--- config.mk ---
export PLATFORM = sky130hd
export DESIGN_NAME = control_subcmd_scheduler
export DESIGN_NICKNAME = d
export VERILOG_FILES = /design/src/rtl/calc_pkg.sv /design/src/rtl/control_sched_pkg.sv /design/src/rtl/params.sv /design/src/rtl/control_subcmd_clip.sv /design/src/rtl/control_subcmd_scheduler.sv
export SDC_FILE = /design/constraint.sdc
export NUM_CORES = 1
export LEC_CHECK = 0
export CAP_MARGIN = 10
export CELL_PAD_IN_SITES_DETAIL_PLACEMENT = 1
export CELL_PAD_IN_SITES_GLOBAL_PLACEMENT = 1
export CORE_AREA = 2 2 104 106
export CTS_CLUSTER_DIAMETER = 40
export DETAILED_ROUTE_END_ITERATION = 8
export DIE_AREA = 0 0 106 108
export PLACE_DENSITY = 0.9
export SYNTH_ARGS = -nofsm -noshare
export SYNTH_HDL_FRONTEND = slang
export SYNTH_SLANG_ARGS = --single-unit
--- constraint.sdc ---
create_clock -name clk -period 4.92 [get_ports clk]
set_clock_uncertainty 0.2 [all_clocks]
set_input_delay 0.984 -clock clk [delete_from_list [all_inputs] [get_ports clk]]
set_output_delay 0.984 -clock clk [all_outputs]
set_load 0.05 [all_outputs]
--- src/rtl/calc_pkg.sv ---
// rtl/calc_pkg.sv - address and data width helpers derived from framebuffer geometry
package calc_pkg;

  function automatic int num_column_address_bits(input int pixel_width);
    return (pixel_width > 1) ? $clog2(pixel_width) : 1;
  endfunction

  function automatic int num_row_address_bits(input int pixel_height);
    return (pixel_height > 1) ? $clog2(pixel_height) : 1;
  endfunction

  function automatic int num_pixelcolorselect_bits(input int bytes_per_pixel);
    return (bytes_per_pixel > 1) ? $clog2(bytes_per_pixel) : 1;
  endfunction

  // The RAM is written one byte of one pixel at a time.
  function automatic int num_data_a_bits();
    return 8;
  endfunction

endpackage : calc_pkg

--- src/rtl/control_sched_pkg.sv ---
// rtl/control_sched_pkg.sv - shared types for the fill-command scheduler
package control_sched_pkg;

  typedef enum logic [2:0] {
    IDLE     = 3'd0,
    CLIP     = 3'd1,
    RUN      = 3'd2,
    ACK      = 3'd3,
    COMPLETE = 3'd4
  } sched_state_t;

  typedef enum logic {
    CMD_FILL_AREA   = 1'b0,
    CMD_CLEAR_FRAME = 1'b1
  } cmd_kind_t;

endpackage : control_sched_pkg

--- src/rtl/params.sv ---
// rtl/params.sv - default framebuffer geometry shared by the display blocks
package params;

  localparam int BYTES_PER_PIXEL = 2;
  localparam int PIXEL_WIDTH     = 12;
  localparam int PIXEL_HEIGHT    = 6;

endpackage : params

--- src/rtl/control_subcmd_clip.sv ---
// rtl/control_subcmd_clip.sv - combinational rectangle clip against the frame
//
// Ports:
//   x1, y1             top-left corner of the requested rectangle
//   width, height      requested size, one bit wider than the address
//   empty              rectangle lies outside the frame or has zero size
//   clip_width/height  clipped size truncated to address width (full span
//                      wraps to the cast the fill engine expects)
module control_subcmd_clip
  import control_sched_pkg::*;
#(
  parameter int PIXEL_WIDTH  = params::PIXEL_WIDTH,
  parameter int PIXEL_HEIGHT = params::PIXEL_HEIGHT,
  localparam int CB = calc_pkg::num_column_address_bits(PIXEL_WIDTH),
  localparam int RB = calc_pkg::num_row_address_bits(PIXEL_HEIGHT)
) (
  input  logic [CB-1:0] x1,
  input  logic [RB-1:0] y1,
  input  logic [CB:0]   width,
  input  logic [RB:0]   height,
  output logic          empty,
  output logic [CB-1:0] clip_width,
  output logic [RB-1:0] clip_height
);

  localparam logic [CB:0] FULL_WIDTH  = (CB+1)'(PIXEL_WIDTH);
  localparam logic [RB:0] FULL_HEIGHT = (RB+1)'(PIXEL_HEIGHT);

  logic [CB:0] x1_ext;
  logic [RB:0] y1_ext;
  logic [CB:0] room_x;
  logic [RB:0] room_y;

  assign x1_ext = {1'b0, x1};
  assign y1_ext = {1'b0, y1};

  // Room to the frame edge; only meaningful when the corner is inside.
  assign room_x = FULL_WIDTH - x1_ext;
  assign room_y = FULL_HEIGHT - y1_ext;

  assign empty = (x1_ext >= FULL_WIDTH) || (y1_ext >= FULL_HEIGHT) ||
                 (width == '0) || (height == '0);

  // Compare at full width, then keep the low address bits of the minimum.
  assign clip_width  = (width <= room_x)  ? width[CB-1:0]  : room_x[CB-1:0];
  assign clip_height = (height <= room_y) ? height[RB-1:0] : room_y[RB-1:0];

endmodule : control_subcmd_clip

--- src/rtl/control_subcmd_scheduler.sv ---
// rtl/control_subcmd_scheduler.sv - fill-command sequencer and framebuffer write-port arbiter
//
// Ports:
//   clk, reset                clock and asynchronous active-low reset
//   cmd_*                     command handshake in, one-cycle done/error out
//   fill_enable/ack/done      fill engine handshake
//   fill_x1..fill_color       clipped rectangle, registered in CLIP
//   fill_row..fill_we         engine RAM write request
//   px_req/px_gnt, px_*       direct single-pixel writer
//   ram_*                     framebuffer RAM write port
module control_subcmd_scheduler
  import control_sched_pkg::*;
#(
  parameter int BYTES_PER_PIXEL = params::BYTES_PER_PIXEL,
  parameter int PIXEL_WIDTH     = params::PIXEL_WIDTH,
  parameter int PIXEL_HEIGHT    = params::PIXEL_HEIGHT,
  parameter int WATCHDOG_CYCLES = PIXEL_WIDTH*PIXEL_HEIGHT*BYTES_PER_PIXEL+16,
  localparam int CB  = calc_pkg::num_column_address_bits(PIXEL_WIDTH),
  localparam int RB  = calc_pkg::num_row_address_bits(PIXEL_HEIGHT),
  localparam int PB  = calc_pkg::num_pixelcolorselect_bits(BYTES_PER_PIXEL),
  localparam int DB  = calc_pkg::num_data_a_bits(),
  localparam int COL = BYTES_PER_PIXEL*8
) (
  input  logic           clk,
  input  logic           reset,
  // command side
  input  logic           cmd_valid,
  output logic           cmd_ready,
  input  logic           cmd_kind,
  input  logic [CB-1:0]  cmd_x1,
  input  logic [RB-1:0]  cmd_y1,
  input  logic [CB:0]    cmd_width,
  input  logic [RB:0]    cmd_height,
  input  logic [COL-1:0] cmd_color,
  output logic           cmd_done,
  output logic           cmd_error,
  // fill engine side
  output logic           fill_enable,
  output logic           fill_ack,
  input  logic           fill_done,
  output logic [CB-1:0]  fill_x1,
  output logic [RB-1:0]  fill_y1,
  output logic [CB-1:0]  fill_width,
  output logic [RB-1:0]  fill_height,
  output logic [COL-1:0] fill_color,
  input  logic [RB-1:0]  fill_row,
  input  logic [CB-1:0]  fill_column,
  input  logic [PB-1:0]  fill_pixel,
  input  logic [DB-1:0]  fill_data,
  input  logic           fill_we,
  // pixel writer side
  input  logic           px_req,
  output logic           px_gnt,
  input  logic [RB-1:0]  px_row,
  input  logic [CB-1:0]  px_column,
  input  logic [PB-1:0]  px_pixel,
  input  logic [DB-1:0]  px_data,
  // RAM side
  output logic [RB-1:0]  ram_row,
  output logic [CB-1:0]  ram_column,
  output logic [PB-1:0]  ram_pixel,
  output logic [DB-1:0]  ram_data,
  output logic           ram_write_enable
);

  localparam int WDW = (WATCHDOG_CYCLES > 1) ? $clog2(WATCHDOG_CYCLES) : 1;
  localparam logic [WDW-1:0] WD_LAST     = WDW'(WATCHDOG_CYCLES - 1);
  localparam logic [CB:0]    FULL_WIDTH  = (CB+1)'(PIXEL_WIDTH);
  localparam logic [RB:0]    FULL_HEIGHT = (RB+1)'(PIXEL_HEIGHT);

  sched_state_t   state;
  sched_state_t   state_next;
  logic           in_idle;
  logic           cmd_fire;
  logic           last_was_cmd;

  logic [CB-1:0]  req_x1;
  logic [RB-1:0]  req_y1;
  logic [CB:0]    req_width;
  logic [RB:0]    req_height;
  logic [COL-1:0] req_color;

  logic           clip_empty;
  logic [CB-1:0]  clip_width;
  logic [RB-1:0]  clip_height;

  logic [WDW-1:0] wd_count;
  logic           wd_expire;
  logic           error_q;

  assign in_idle = (state == IDLE);

  // Round-robin between command and pixel writer; gated by reset so that
  // nothing is accepted or granted while reset is held.
  assign cmd_ready = in_idle && reset && !(px_req && last_was_cmd);
  assign px_gnt    = in_idle && reset && px_req && !(cmd_valid && !last_was_cmd);
  assign cmd_fire  = cmd_valid && cmd_ready;

  always_ff @(posedge clk or negedge reset) begin
    if (!reset) begin
      last_was_cmd <= 1'b0;
    end else if (cmd_fire) begin
      last_was_cmd <= 1'b1;
    end else if (px_gnt) begin
      last_was_cmd <= 1'b0;
    end
  end

  // Capture the request; a clear substitutes the whole frame in black.
  always_ff @(posedge clk or negedge reset) begin
    if (!reset) begin
      req_x1     <= '0;
      req_y1     <= '0;
      req_width  <= '0;
      req_height <= '0;
      req_color  <= '0;
    end else if (cmd_fire) begin
      if (cmd_kind_t'(cmd_kind) == CMD_CLEAR_FRAME) begin
        req_x1     <= '0;
        req_y1     <= '0;
        req_width  <= FULL_WIDTH;
        req_height <= FULL_HEIGHT;
        req_color  <= '0;
      end else begin
        req_x1     <= cmd_x1;
        req_y1     <= cmd_y1;
        req_width  <= cmd_width;
        req_height <= cmd_height;
        req_color  <= cmd_color;
      end
    end
  end

  control_subcmd_clip #(
    .PIXEL_WIDTH  (PIXEL_WIDTH),
    .PIXEL_HEIGHT (PIXEL_HEIGHT)
  ) u_clip (
    .x1          (req_x1),
    .y1          (req_y1),
    .width       (req_width),
    .height      (req_height),
    .empty       (clip_empty),
    .clip_width  (clip_width),
    .clip_height (clip_height)
  );

  // Engine parameters are loaded once in CLIP and stay put for the fill.
  always_ff @(posedge clk or negedge reset) begin
    if (!reset) begin
      fill_x1     <= '0;
      fill_y1     <= '0;
      fill_width  <= '0;
      fill_height <= '0;
      fill_color  <= '0;
    end else if (state == CLIP) begin
      fill_x1     <= req_x1;
      fill_y1     <= req_y1;
      fill_width  <= clip_width;
      fill_height <= clip_height;
      fill_color  <= req_color;
    end
  end

  // Counts RUN cycles; restarted in CLIP so every fill gets a full budget.
  assign wd_expire = (wd_count == WD_LAST);

  always_ff @(posedge clk or negedge reset) begin
    if (!reset) begin
      wd_count <= '0;
    end else if (state == CLIP) begin
      wd_count <= '0;
    end else if ((state == RUN) && !wd_expire) begin
      wd_count <= wd_count + WDW'(1);
    end
  end

  // High exactly during the COMPLETE cycle that follows a watchdog abort;
  // a simultaneous fill_done takes the normal ACK path instead.
  always_ff @(posedge clk or negedge reset) begin
    if (!reset) begin
      error_q <= 1'b0;
    end else begin
      error_q <= (state == RUN) && !fill_done && wd_expire;
    end
  end

  assign cmd_error = error_q;

  always_ff @(posedge clk or negedge reset) begin
    if (!reset) begin
      state <= IDLE;
    end else begin
      state <= state_next;
    end
  end

  always_comb begin
    state_next  = state;
    fill_enable = 1'b0;
    fill_ack    = 1'b0;
    cmd_done    = 1'b0;
    unique case (state)
      IDLE: begin
        if (cmd_fire) begin
          state_next = CLIP;
        end
      end
      CLIP: begin
        state_next = clip_empty ? COMPLETE : RUN;
      end
      RUN: begin
        fill_enable = 1'b1;
        if (fill_done) begin
          state_next = ACK;
        end else if (wd_expire) begin
          state_next = COMPLETE;
        end
      end
      ACK: begin
        fill_enable = 1'b1;
        fill_ack    = 1'b1;
        state_next  = COMPLETE;
      end
      COMPLETE: begin
        cmd_done   = 1'b1;
        state_next = IDLE;
      end
      default: begin
        state_next = IDLE;
      end
    endcase
  end

  // RAM write port: engine while it is enabled, granted pixel writer in IDLE.
  always_comb begin
    ram_row          = '0;
    ram_column       = '0;
    ram_pixel        = '0;
    ram_data         = '0;
    ram_write_enable = 1'b0;
    if ((state == RUN) || (state == ACK)) begin
      ram_row          = fill_row;
      ram_column       = fill_column;
      ram_pixel        = fill_pixel;
      ram_data         = fill_data;
      ram_write_enable = fill_we;
    end else if (px_gnt) begin
      ram_row          = px_row;
      ram_column       = px_column;
      ram_pixel        = px_pixel;
      ram_data         = px_data;
      ram_write_enable = 1'b1;
    end
  end

endmodule : control_subcmd_scheduler
### Yosys cells after proc, flatten, opt, wreduce, memory -nomap -nowiden

Cells that the tools add are included.

* register bits after elaboration: 75
* input bits: 71

* $add $sub $neg: 3
* magnitude comparators: 4
* equality and inequality tests: 7
* multiplexer cells: 29
* reduce and logical (&&, ||, !) cells: 26

Operator list (number)
* $mux 8: 4
* $mux 3: 8
* $mux 4: 5
* $mux 16: 1
* $pmux 3 s4: 1
* $logic_and 1x1->1: 10
* $mux 1: 9
* $add 8x1->8 const B: 1
* $eq 8x8->1 const B: 1
* $eq 3x2->1 const B: 2
* $le 5x5->1: 1
* $logic_not 1->1: 5
* $logic_not 5->1: 1
* $mux 5: 1
* $sub 4x4->5 const A: 1
* $ge 4x4->1 const B: 1
* $le 4x4->1: 1
* $logic_not 4->1: 1
* $logic_or 1x1->1: 4
* $reduce_bool 2->1: 2
* $sub 3x3->4 const A: 1
* $eq 3x1->1 const B: 1
* $eq 3x3->1 const B: 1
* $ge 3x3->1 const B: 1
* other kinds (5): 5

### Depth between registers and ports, before layout

Gate-level depths: netlist of run 1.

* depth in word-level cells: 6
* mapped depth: 9
* mapped depth without buffers: 9

### Hierarchy

Synthesis of run 1 repeated with hierarchy kept, for this count alone.

* cells, all modules: 315
* area, all modules: 3901.2 um^2

By module, submodules not included
* control_subcmd_scheduler: instances 1, cells each 264, area an instance 3475.8 um^2
* control_subcmd_clip: instances 1, cells each 51, area an instance 425.4 um^2

### Least setup slack after synthesis of run 1

OpenSTA, ideal clock, no wires.

* path type: input port to output port
* start point: input port reset
* end point: output port cmd_ready
* arrival: 2400 ps
* setup slack: 1336 ps
* stages: 2
* path buffers: 0
* path through: nor4b_2 -> a21boi_0

* longest elaborated chain between the ends: 2

RTL lines
* start, declared: line control_subcmd_scheduler.sv:25 `input logic reset,`
* $logic_and 1x1->1 (2 in series): line control_subcmd_scheduler.sv:95 `assign cmd_ready = in_idle && reset && !(px_req && last_was_cmd);`
* end, declared: line control_subcmd_scheduler.sv:28 `output logic cmd_ready,`

Every way passes these cells.

### Final worst setup path of run 1

* start point: input port px_req
* end point: output port ram_data[3]

* longest elaborated chain between the ends: 4

RTL lines
* start, declared: line control_subcmd_scheduler.sv:52 `input logic px_req,`
* $logic_and 1x1->1 (2 in series): line control_subcmd_scheduler.sv:96 `assign px_gnt = in_idle && reset && px_req && !(cmd_valid && !last_was_cmd);`
* $mux 8: line control_subcmd_scheduler.sv:247 `end else if (px_gnt) begin`
* $mux 8: line control_subcmd_scheduler.sv:241 `if ((state == RUN) || (state == ACK)) begin`
* end, declared: line control_subcmd_scheduler.sv:62 `output logic [DB-1:0] ram_data,`

Every way passes these cells.

==> results of run 1 <==
==> state kept, by name, summed over array words and instances (netlist names) <==
signal / count
fill_color: 16
req_color: 16
wd_count: 8
req_width: 5
fill_width: 4
fill_x1: 4
req_height: 4
req_x1: 4
fill_height: 3
fill_y1: 3
req_y1: 3
state: 3
cmd_error: 1
last_was_cmd: 1
==> synth_stat cells (all sizes together), types with 3 or more instances <==
cell type	instances	area share [%]
buf	9	1.6
a21o	3	0.61
nand3	4	0.54
nor2	18	1.8
nor3b	3	0.91
ha	14	4.7
dfrtp	75	50
mux2i	5	1.3
inv	14	1.4
o21ai	43	5.8
nand2b	28	4.7
nand2	105	11
a22o	16	3.8
a211oi	4	0.81
clkbuf	12	1.2
xnor2	7	1.6
nor3	8	1.2
a21oi	6	0.91
==> final cells by class <==
| type | instances | area, sq um | area share (%) |
|---|---|---|---|
| sequential | 75 | 1880 | 34.7 |
| clock buffer | 9 | 124 | 2.29 |
| timing repair buffer | 127 | 1440 | 26.6 |
| clock inverter | 7 | 51.3 | 0.949 |
| tap | 136 | 170 | 3.15 |
| multi-input combinational | 288 | 1690 | 31.3 |
| inverter | 14 | 52.6 | 0.972 |
==> power by group through the flow <==
| stage | Combinational, mW | Clock (mW) | Sequential (mW) |
|---|---|---|---|
| after global placement | 2.07 | 0 | 1.11 |
| after detailed placement | 2.16 | 0 | 1.13 |
| after CTS | 2.17 | 0.441 | 1.12 |
| after global routing | 2.32 | 0.458 | 1.16 |
| final | 2.15 | 0.424 | 1.12 |
| after floorplan | 1.02 | 0 | 1.44 |
==> metrics by stage <==
step | total power [mW] | hold slack, ns
floorplan | 2.46 | 0.239
global placement | 3.17 | 0.246
detailed placement | 3.30 | 0.259
CTS | 3.74 | 0.282
global route | 3.94 | 0.309
finish | 3.70 | 0.275
==> logic make-up after synthesis <==
logic type,share of synthesized area (%)
mux,1.65
xor+xnor,1.88
compound gates,14.6
buf+inv,4.21
fa+ha+maj,4.71
flops,50.5
simple gates,22.5
==> worst min-delay path, cell delays in order (launching register included) <==
cell and delay [ns]:
dfrtp_1 0.35, nand2_1 0.05, nand2_1 0.05
==> routing by layer <==
layer	global-route usage, %	wire length, microns	vias up
li1	-	-	1571
met1	24.1	4580	1606
met4	6.20	132	0
met2	36.1	5950	66
met5	0	0	-
met3	4.10	457	16
==> path summary, 6_finish.rpt <==
check | startpoint | endpoint | cells after the start
max | px_req | ram_data[3] | 5
min | req_color[6]$_DFFE_PN0P_ | fill_color[6]$_DFFE_PN0P_ | 2
min reg2reg | req_color[6]$_DFFE_PN0P_ | fill_color[6]$_DFFE_PN0P_ | 2
min in group asynchronous | reset | fill_x1[0]$_DFFE_PN0P_ | 2
max reg2reg | req_x1[0]$_DFFE_PN0P_ | fill_width[3]$_DFFE_PN0P_ | 9
max in group asynchronous | reset | fill_color[4]$_DFFE_PN0P_ | 2
==> flow_summary.yaml, run 1 <==
pwr:
  combPwrFrac_pct: 58.2
  switching_share_pct: 48.7
  power.switching_mw: 1.80
  seqPwrFrac_pct: 30.4
  clock_power_share_pct: 11.5
  power_density_nw_per_um2: 684
  ir_worst_vdd_mv: 0.316
  intPower_mw: 1.90
  p_leak_nw: 2.40
logic_synthesis:
  synth_flop_cell: "dfrtp_1"
  yosysUniqueCellTypes: 47
  syn_inst: 398
  synth_area_sq_um: 3720
  synth_edf_count: 0
  syn_nets: 483
  ys_warn_count: 0
  seq_area_frac_synth_pct: 50.5
  ys_seq_elements: 75
  async_flop_share_pct: 100
  syn-mean-instance-area_sq_um: 9.34
worst_setup_path:
  worstPathRequired_ns: 3.74
  cp.arrival_ns: 2.76
  critPathCaptureType: "output port"
  critPathTopFamily: "compound AO/OA/AOI/OAI gates"
  slowest_stage: "a21oi_2"
  slowest_delay_ns: 0.70
  cp_max_fo: 18
  r2r_slack_ns: 2.23
  path_cells: "clkdlybuf4s50_1 -> nand2_1 -> a21oi_2 -> a22o_1 -> buf_12"
  critPathKind: "in2out"
  startpoint_type: "input pin"
  cp_num_buf_inv: 2
timing:
  slew_headroom_pct: 29.6
  slew_violations: 0
  finalCritPeriodShare_pct: 80.2
  worst_slack_ns: 0.973
  setup_viol: 0
  tightest_slew_ns: 1.06
  fin_tns_setup_ns: 0
  period_needed_ns: 3.95
  clock.fmax_mhz: 253
  rsz0062_at_grt: "no"
  hold_violations: 0
detailed_routing:
  via_per_inst: 4.97
  drt_pass1_iterations: 4
  drtIter0Drc: 149
  route.detailed.drc: 0
  routed_wl_microns: 11100
  ant_nets: 0
  vias: 3259
  wl_per_cell_microns: 17.0
clock_network:
  cts.sinks: 75
  holdBufCountCts: 0
  tritoncts: "built"
  insertion_delay_ns: 0.34
  cts_resized: 0
  cts_max_level: 3
  clockBufferDepth: 2
  cts-buffers-inserted: 9
  cts_setup_buffers: 0
  clk_pin_slew_worst_paths_ns: 0.09
  root_buffer: "clkbuf_8"
place:
  place_ws_ns: 0.969
  placedCellCount: 640
  port_buffers: 123
  post_dp_cell_area_sq_um: 5230
  dpl.hpwl_microns: 8230
  gp_congestion: 0.784
hold_path:
  min-delay-path-class: "reg2reg"
finish:
  fill_cells: 1152
  antenna-diode-count: 0
  fin_util_pct: 52.8
  stdcell_area_sq_um: 5410
  num-nets-final: 600
  syn2layout_area_growth_pct: 45.4
  layout_commonest_cell: "nand2_1"
  drive_gt1_share_pct: 9.23
  layout_common_cells: "105 x nand2_1, 104 x clkdlybuf4s50_1, 75 x dfrtp_1"
  fin_cells: 656
global_route:
  grt_pass1_vias: 3504
  grt_antenna_before_repair: 0
  grt_pass1_wl_microns: 17800
  grtUsageTotal_pct: 20.0
  grt_max_degree: 76
  overflow: 0
status:
  outcome: "finished clean"
floorplan:
  coreArea_sq_um: 10200
  num_io_pins: 124
  row_count: 37
  die_h_microns: 108
  start_util_pct: 36.3
  die_area_sq_um: 11400
  die_w_microns: 106
run:
  drv_cap: 0
Note: power is estimated with default switching activity, not from simulation.
==> run 2: changes to the inputs <==
- CORE_AREA: 2 2 104 106 -> 2 2 108 110
- DIE_AREA: 0 0 106 108 -> 0 0 110 112
- PLACE_DENSITY: 0.9 -> 0.84
- clock period: 4.92 -> 3.7 ns (I/O delays scaled with it)
==> flow_summary.yaml, run 2 (same netlist as run 1, synthesis figures left out) <==
status:
  outcome: "finished clean"
timing:
  period_needed_ns: 3.41
  setup_viol: 0
  hold_slack_ns: 0.267
  rsz0062_at_grt: "no"
  slew_headroom_pct: 35.0
  hold_violations: 0
  finalCritPeriodShare_pct: 92.2
  clock.fmax_mhz: 293
  fin_tns_setup_ns: 0
  slew_violations: 0
  tightest_slew_ns: 0.975
clock_network:
  cts-buffers-inserted: 9
  insertion_delay_ns: 0.33
  tritoncts: "built"
  clockBufferDepth: 2
  cts_max_level: 3
  holdBufCountCts: 0
  cts.sinks: 75
  clk_pin_slew_worst_paths_ns: 0.06
  cts_setup_buffers: 0
  root_buffer: "clkbuf_16"
  cts_resized: 0
global_route:
  grt_pass1_wl_microns: 18800
  overflow: 0
  grt_antenna_before_repair: 0
  grt_max_degree: 76
  grt_pass1_vias: 3578
  grtUsageTotal_pct: 19.7
worst_setup_path:
  cp_max_fo: 18
  startpoint_type: "flop"
  slowest_delay_ns: 0.61
  cp.arrival_ns: 2.47
  critPathKind: "reg2out"
  path_cells: "nor4b_2 -> nand2_1 -> a21oi_2 -> a22o_1 -> buf_12"
  worstPathRequired_ns: 2.76
  critPathCaptureType: "output port"
  slowest_stage: "a21oi_2"
pwr:
  combPwrFrac_pct: 53.0
  clock_power_share_pct: 19.9
  switching_share_pct: 44.6
  power_density_nw_per_um2: 975
  ir_worst_vdd_mv: 0.447
  intPower_mw: 3.05
  seqPwrFrac_pct: 27.1
  power.switching_mw: 2.45
  p_leak_nw: 2.51
  finalPower_mw: 5.50
finish:
  largestRegisters: "fill_color: 16 flops, req_color: 16 flops, wd_count: 8 flops"
  fin_cells: 665
  antenna-diode-count: 0
  fill_cells: 1236
  layout_commonest_cell: "nand2_1"
  seqCellArea_sq_um: 1880
  syn2layout_area_growth_pct: 51.6
  multi_input_area_sq_um: 1690
  num-nets-final: 602
  layout_common_cells: "105 x nand2_1, 102 x clkdlybuf4s50_1, 75 x dfrtp_1"
  drive_gt1_share_pct: 9.96
floorplan:
  die_area_sq_um: 12300
  start_util_pct: 33.3
  coreArea_sq_um: 11200
  row_count: 39
  die_w_microns: 110
  die_h_microns: 112
  num_io_pins: 124
detailed_routing:
  vias: 3256
  drtIter0Drc: 108
  ant_nets: 0
  route.detailed.drc: 0
  via_per_inst: 4.90
  wl_per_cell_microns: 17.4
  routed_wl_microns: 11600
  drt_pass1_iterations: 4
place:
  gp_congestion: 0.814
  placedCellCount: 649
  port_buffers: 123
  dpl.hpwl_microns: 8230
hold_path:
  min-delay-path-class: "reg2reg"
run:
  drv_cap: 0
run 2: final timing paths:
kind | start | end | slack (ns) | cells past startpoint
setup reg to reg | req_x1[0]$_DFFE_PN0P_ | fill_width[3]$_DFFE_PN0P_ | 0.98 | 9
hold / removal | req_color[14]$_DFFE_PN0P_ | fill_color[14]$_DFFE_PN0P_ | 0.27 | 2
min in group asynchronous | reset | req_color[15]$_DFFE_PN0P_ | 0.46 | 2
setup / recovery | state[2]$_DFFE_PN0P_ | ram_data[4] | 0.29 | 5
max in group asynchronous | reset | fill_width[2]$_DFFE_PN0P_ | 2.20 | 2
hold reg to reg | req_color[14]$_DFFE_PN0P_ | fill_color[14]$_DFFE_PN0P_ | 0.27 | 2
run 2: worst max-delay path, delay by kind of cell (launching register included):
family                 cells  cell delay [ns]
buffers and inverters      1             0.15
AND/OR/NAND/NOR            2             0.53
flip-flops                 1             0.52
AO/OA/AOI/OAI              2             0.91
run 2: through the flow:
step / worst slack [ns] / cell area (sq um) / util (%)
3_5_place_dp: 0.366 / 5260 / 47.1
3_3_place_gp: 0.466 / 5260 / 47.1
4_1_cts: 0.274 / 5640 / 50.5
6_report: 0.289 / 5640 / 50.5
5_1_grt: 0.147 / 5640 / 50.5
2_1_floorplan: 0.604 / 3720 / -
run 2: area by class of cell:
cell class	instances	area share [%]
well taps	143	3.17
multi-input cells	288	30.0
flip-flops and latches	75	33.3
inverters	14	0.932
clock inverters	6	2.42
repair buffers	129	25.9
clock buffers	10	4.24
run 2: power groups by stage:
stage	registers [mW]	clock network [mW]	logic [mW]
after floorplan	1.92	0	1.36
after CTS	1.49	1.11	2.95
after global placement	1.47	0	2.78
after global routing	1.54	1.14	3.14
final	1.49	1.09	2.92
after detailed placement	1.49	0	2.90
run 2: metal layers:
metal	vias to the layer above	track usage (%)	share of wire [%]
met5	-	0	0
met4	0	6.41	2.0
met3	17	4.57	5.2
met2	68	34.2	53
met1	1588	23.9	40
li1	1583	-	-
==> run 3: changes to the inputs <==
--- a/config.mk
+++ b/config.mk
@@ -14,5 +14,7 @@
 export DIE_AREA = 0 0 110 112
-export PLACE_DENSITY = 0.84
+export PLACE_DENSITY = 0.83
+export SKIP_LAST_GASP = 1
 export SYNTH_ARGS = -nofsm -noshare
 export SYNTH_HDL_FRONTEND = slang
+export SYNTH_HIERARCHICAL = 1
 export SYNTH_SLANG_ARGS = --single-unit
==> constraint.sdc (replaced) <==
create_clock -name clk -period 3.7 [get_ports clk]
set_clock_uncertainty 0.2 [all_clocks]
set_input_delay 1.11 -clock clk [delete_from_list [all_inputs] [get_ports clk]]
set_output_delay 1.11 -clock clk [all_outputs]
set_load 0.05 [all_outputs]
==> flow_summary.yaml, run 3 <==
finish:
  drive_gt1_share_pct: 28.6
  fill_cells: 1137
  largestRegisters: "fill_color: 16 flops, req_color: 16 flops, wd_count: 8 flops"
  stdcell_area_sq_um: 5850
  seqCellArea_sq_um: 1880
  fin_util_pct: 52.4
  multi_input_area_sq_um: 1910
  antenna-diode-count: 0
  layout_commonest_cell: "clkdlybuf4s50_1"
  num-nets-final: 525
  layout_common_cells: "99 x clkdlybuf4s50_1, 75 x dfrtp_1, 45 x mux2_2"
  syn2layout_area_growth_pct: 50.0
clock_network:
  cts_max_level: 3
  cts_setup_buffers: 0
  root_buffer: "clkbuf_16"
  cts-buffers-inserted: 9
  clockBufferDepth: 2
  clk_pin_slew_worst_paths_ns: 0.06
  cts.sinks: 75
  tritoncts: "built"
  insertion_delay_ns: 0.33
worst_setup_path:
  critPathKind: "in2out"
  cp.arrival_ns: 2.16
  worstPathRequired_ns: 2.39
  r2r_slack_ns: 1.10
  startpoint_type: "input pin"
  rr_endpoint: "fill_width[1]$_DFFE_PN0N_"
  cp_max_fo: 18
  rr_worst_depth: 9
  critPathCaptureType: "output port"
  reg2reg_from: "req_x1[0]$_DFFE_PN0P_"
logic_synthesis:
  synth_compound_area_share_pct: 8.47
  yosys-top-cells-count: "75 x dfrtp_1, 45 x mux2_2, 29 x nor2b_1"
  seq_area_frac_synth_pct: 48.1
  synth_flop_cell: "dfrtp_1"
  async_flop_share_pct: 100
  synth_area_sq_um: 3900
  synth.area.top_cells: "dfrtp_1 48%, mux2_2 13%, mux2_4 5.8%"
  yosysUniqueCellTypes: 50
  synth_top_area_cell: "dfrtp_1"
  yosys.area_share.simple_pct: 12.8
  synth_edf_count: 0
  synth_top_cell_area_share_pct: 48.1
  syn_inst: 315
  ys_warn_count: 6
  synth-xor-area-share_pct: 0.674
  synthMuxAreaShare_pct: 22.4
  ys_seq_elements: 75
  syn_nets: 398
  syn-mean-instance-area_sq_um: 12.4
  synth_top_family_by_area: "multiplexers"
  synthAdderAreaFrac_pct: 3.85
  synthMostInstantiatedCell: "dfrtp_1"
global_route:
  overflow: 0
  grt_antenna_before_repair: 0
  grt_pass1_vias: 3366
  grt_pass1_wl_microns: 16700
  grtUsageTotal_pct: 17.4
  grt_max_degree: 76
timing:
  clock.fmax_mhz: 288
  finalCritPeriodShare_pct: 93.7
  fin_tns_setup_ns: 0
  slew_violations: 0
  hold_violations: 0
  tightest_slew_ns: 0.959
  period_needed_ns: 3.47
  hold_slack_ns: 0.301
  setup_viol: 0
  slew_headroom_pct: 36.1
  rsz0062_at_grt: "no"
hold_path:
  hold_start: "req_color[6]$_DFFE_PN0P_"
  min-delay-path-class: "reg2reg"
  min_to: "req_color[6]$_DFFE_PN0P_"
  holdPathStages: 1
pwr:
  seqPwrFrac_pct: 26.1
  switching_share_pct: 41.9
  ir_worst_vdd_mv: 0.496
  finalPower_mw: 5.58
  p_leak_nw: 2.67
  clock_power_share_pct: 16.2
  power.switching_mw: 2.34
  combPwrFrac_pct: 57.8
  power_density_nw_per_um2: 953
  intPower_mw: 3.24
floorplan:
  die_h_microns: 112
  row_count: 39
  die_area_sq_um: 12300
  coreArea_sq_um: 11200
  num_io_pins: 124
  start_util_pct: 34.9
  die_w_microns: 110
status:
  outcome: "finished clean"
detailed_routing:
  route.detailed.drc: 0
  drt_pass1_iterations: 4
  met3RoutedLength_microns: 807
  ant_nets: 0
  wl_met1_microns: 4110
  drtIter0Drc: 115
  wl_met2_microns: 5370
  routed.top_layer: "met4"
  via_per_inst: 5.06
  routed_wl_microns: 10400
  wl_per_cell_microns: 17.7
  vias: 2984
place:
  dpl.hpwl_microns: 7550
  gp_congestion: 0.827
  port_buffers: 123
  post_dp_cell_area_sq_um: 5510
run:
  drv_cap: 0
## run 3: cell types whose count changed after synthesis, moves of 9 or more
cell / change
nand2b_1: -23
mux2i_1: +9
mux2_2: +44
nor2b_1: +27
o21ai_0: -38
nand2_1: -96
nor2_1: -9
mux2_4: +15
## run 3: cell families after synthesis
kind of cell,count (synthesis)
AND/OR/NAND/NOR,79
flip-flops,75
multiplexers,74
AO/OA/AOI/OAI,42
buffers and inverters,30
adder cells (fa/ha/maj),12
XOR/XNOR,3
## run 3: per-layer routing
layer  vias to the layer above  global-route usage, %
met2                       105                   31.6
met5                         -                      0
met1                      1488                   19.4
met3                        16                   4.80
li1                       1375                      -
met4                         0                   5.49
## run 3: worst max-delay path, cell delays in order
cell	delay, ns
buf_4	0.09
nor4b_4	0.22
and3_4	0.24
buf_12	0.15
a22o_1	0.19
buf_12	0.15
## run 3: layout make-up
class,count,share of cell area (%)
tap,143,3.06
timing repair buffer,131,25.9
inverter,15,0.962
clock buffer,12,4.55
clock inverter,4,0.812
multi-input combinational,210,32.6
sequential,75,32.1
## run 3: worst max path at each step
stage              start               end  cells after the start
2_1_floorplan      reset  ram_write_enable                      5
3_3_place_gp   cmd_valid        ram_row[1]                      6
3_5_place_dp   cmd_valid        ram_row[0]                      6
4_1_cts        cmd_valid        ram_row[0]                      6
5_1_grt            reset       ram_data[1]                      6
6_report           reset       ram_data[1]                      6
## run 3: metrics by stage
stage | setup WS [ns] | instances
floorplan | 0.0459 | 315
global placement | 0.0132 | 574
detailed placement | -0.0162 | 574
CTS | 0.00496 | 590
global route | 0.201 | 590
finish | 0.233 | 590
## run 3: power groups by stage
stage	clock [mW]	combinational, mW	sequential, mW
floorplan	0	1.61	1.94
global placement	0	3.11	1.44
global route	0.956	3.42	1.52
CTS	0.922	3.24	1.46
finish	0.901	3.22	1.45
detailed placement	0	3.20	1.47
## run 3: repair_timing
| item | 4_1_cts | 5_1_grt |
|---|---|---|
| hold buffers | 0 | 0 |
| endpoints found under the setup margin | 16 | 17 |
| gates resized for setup | 1 | 4 |
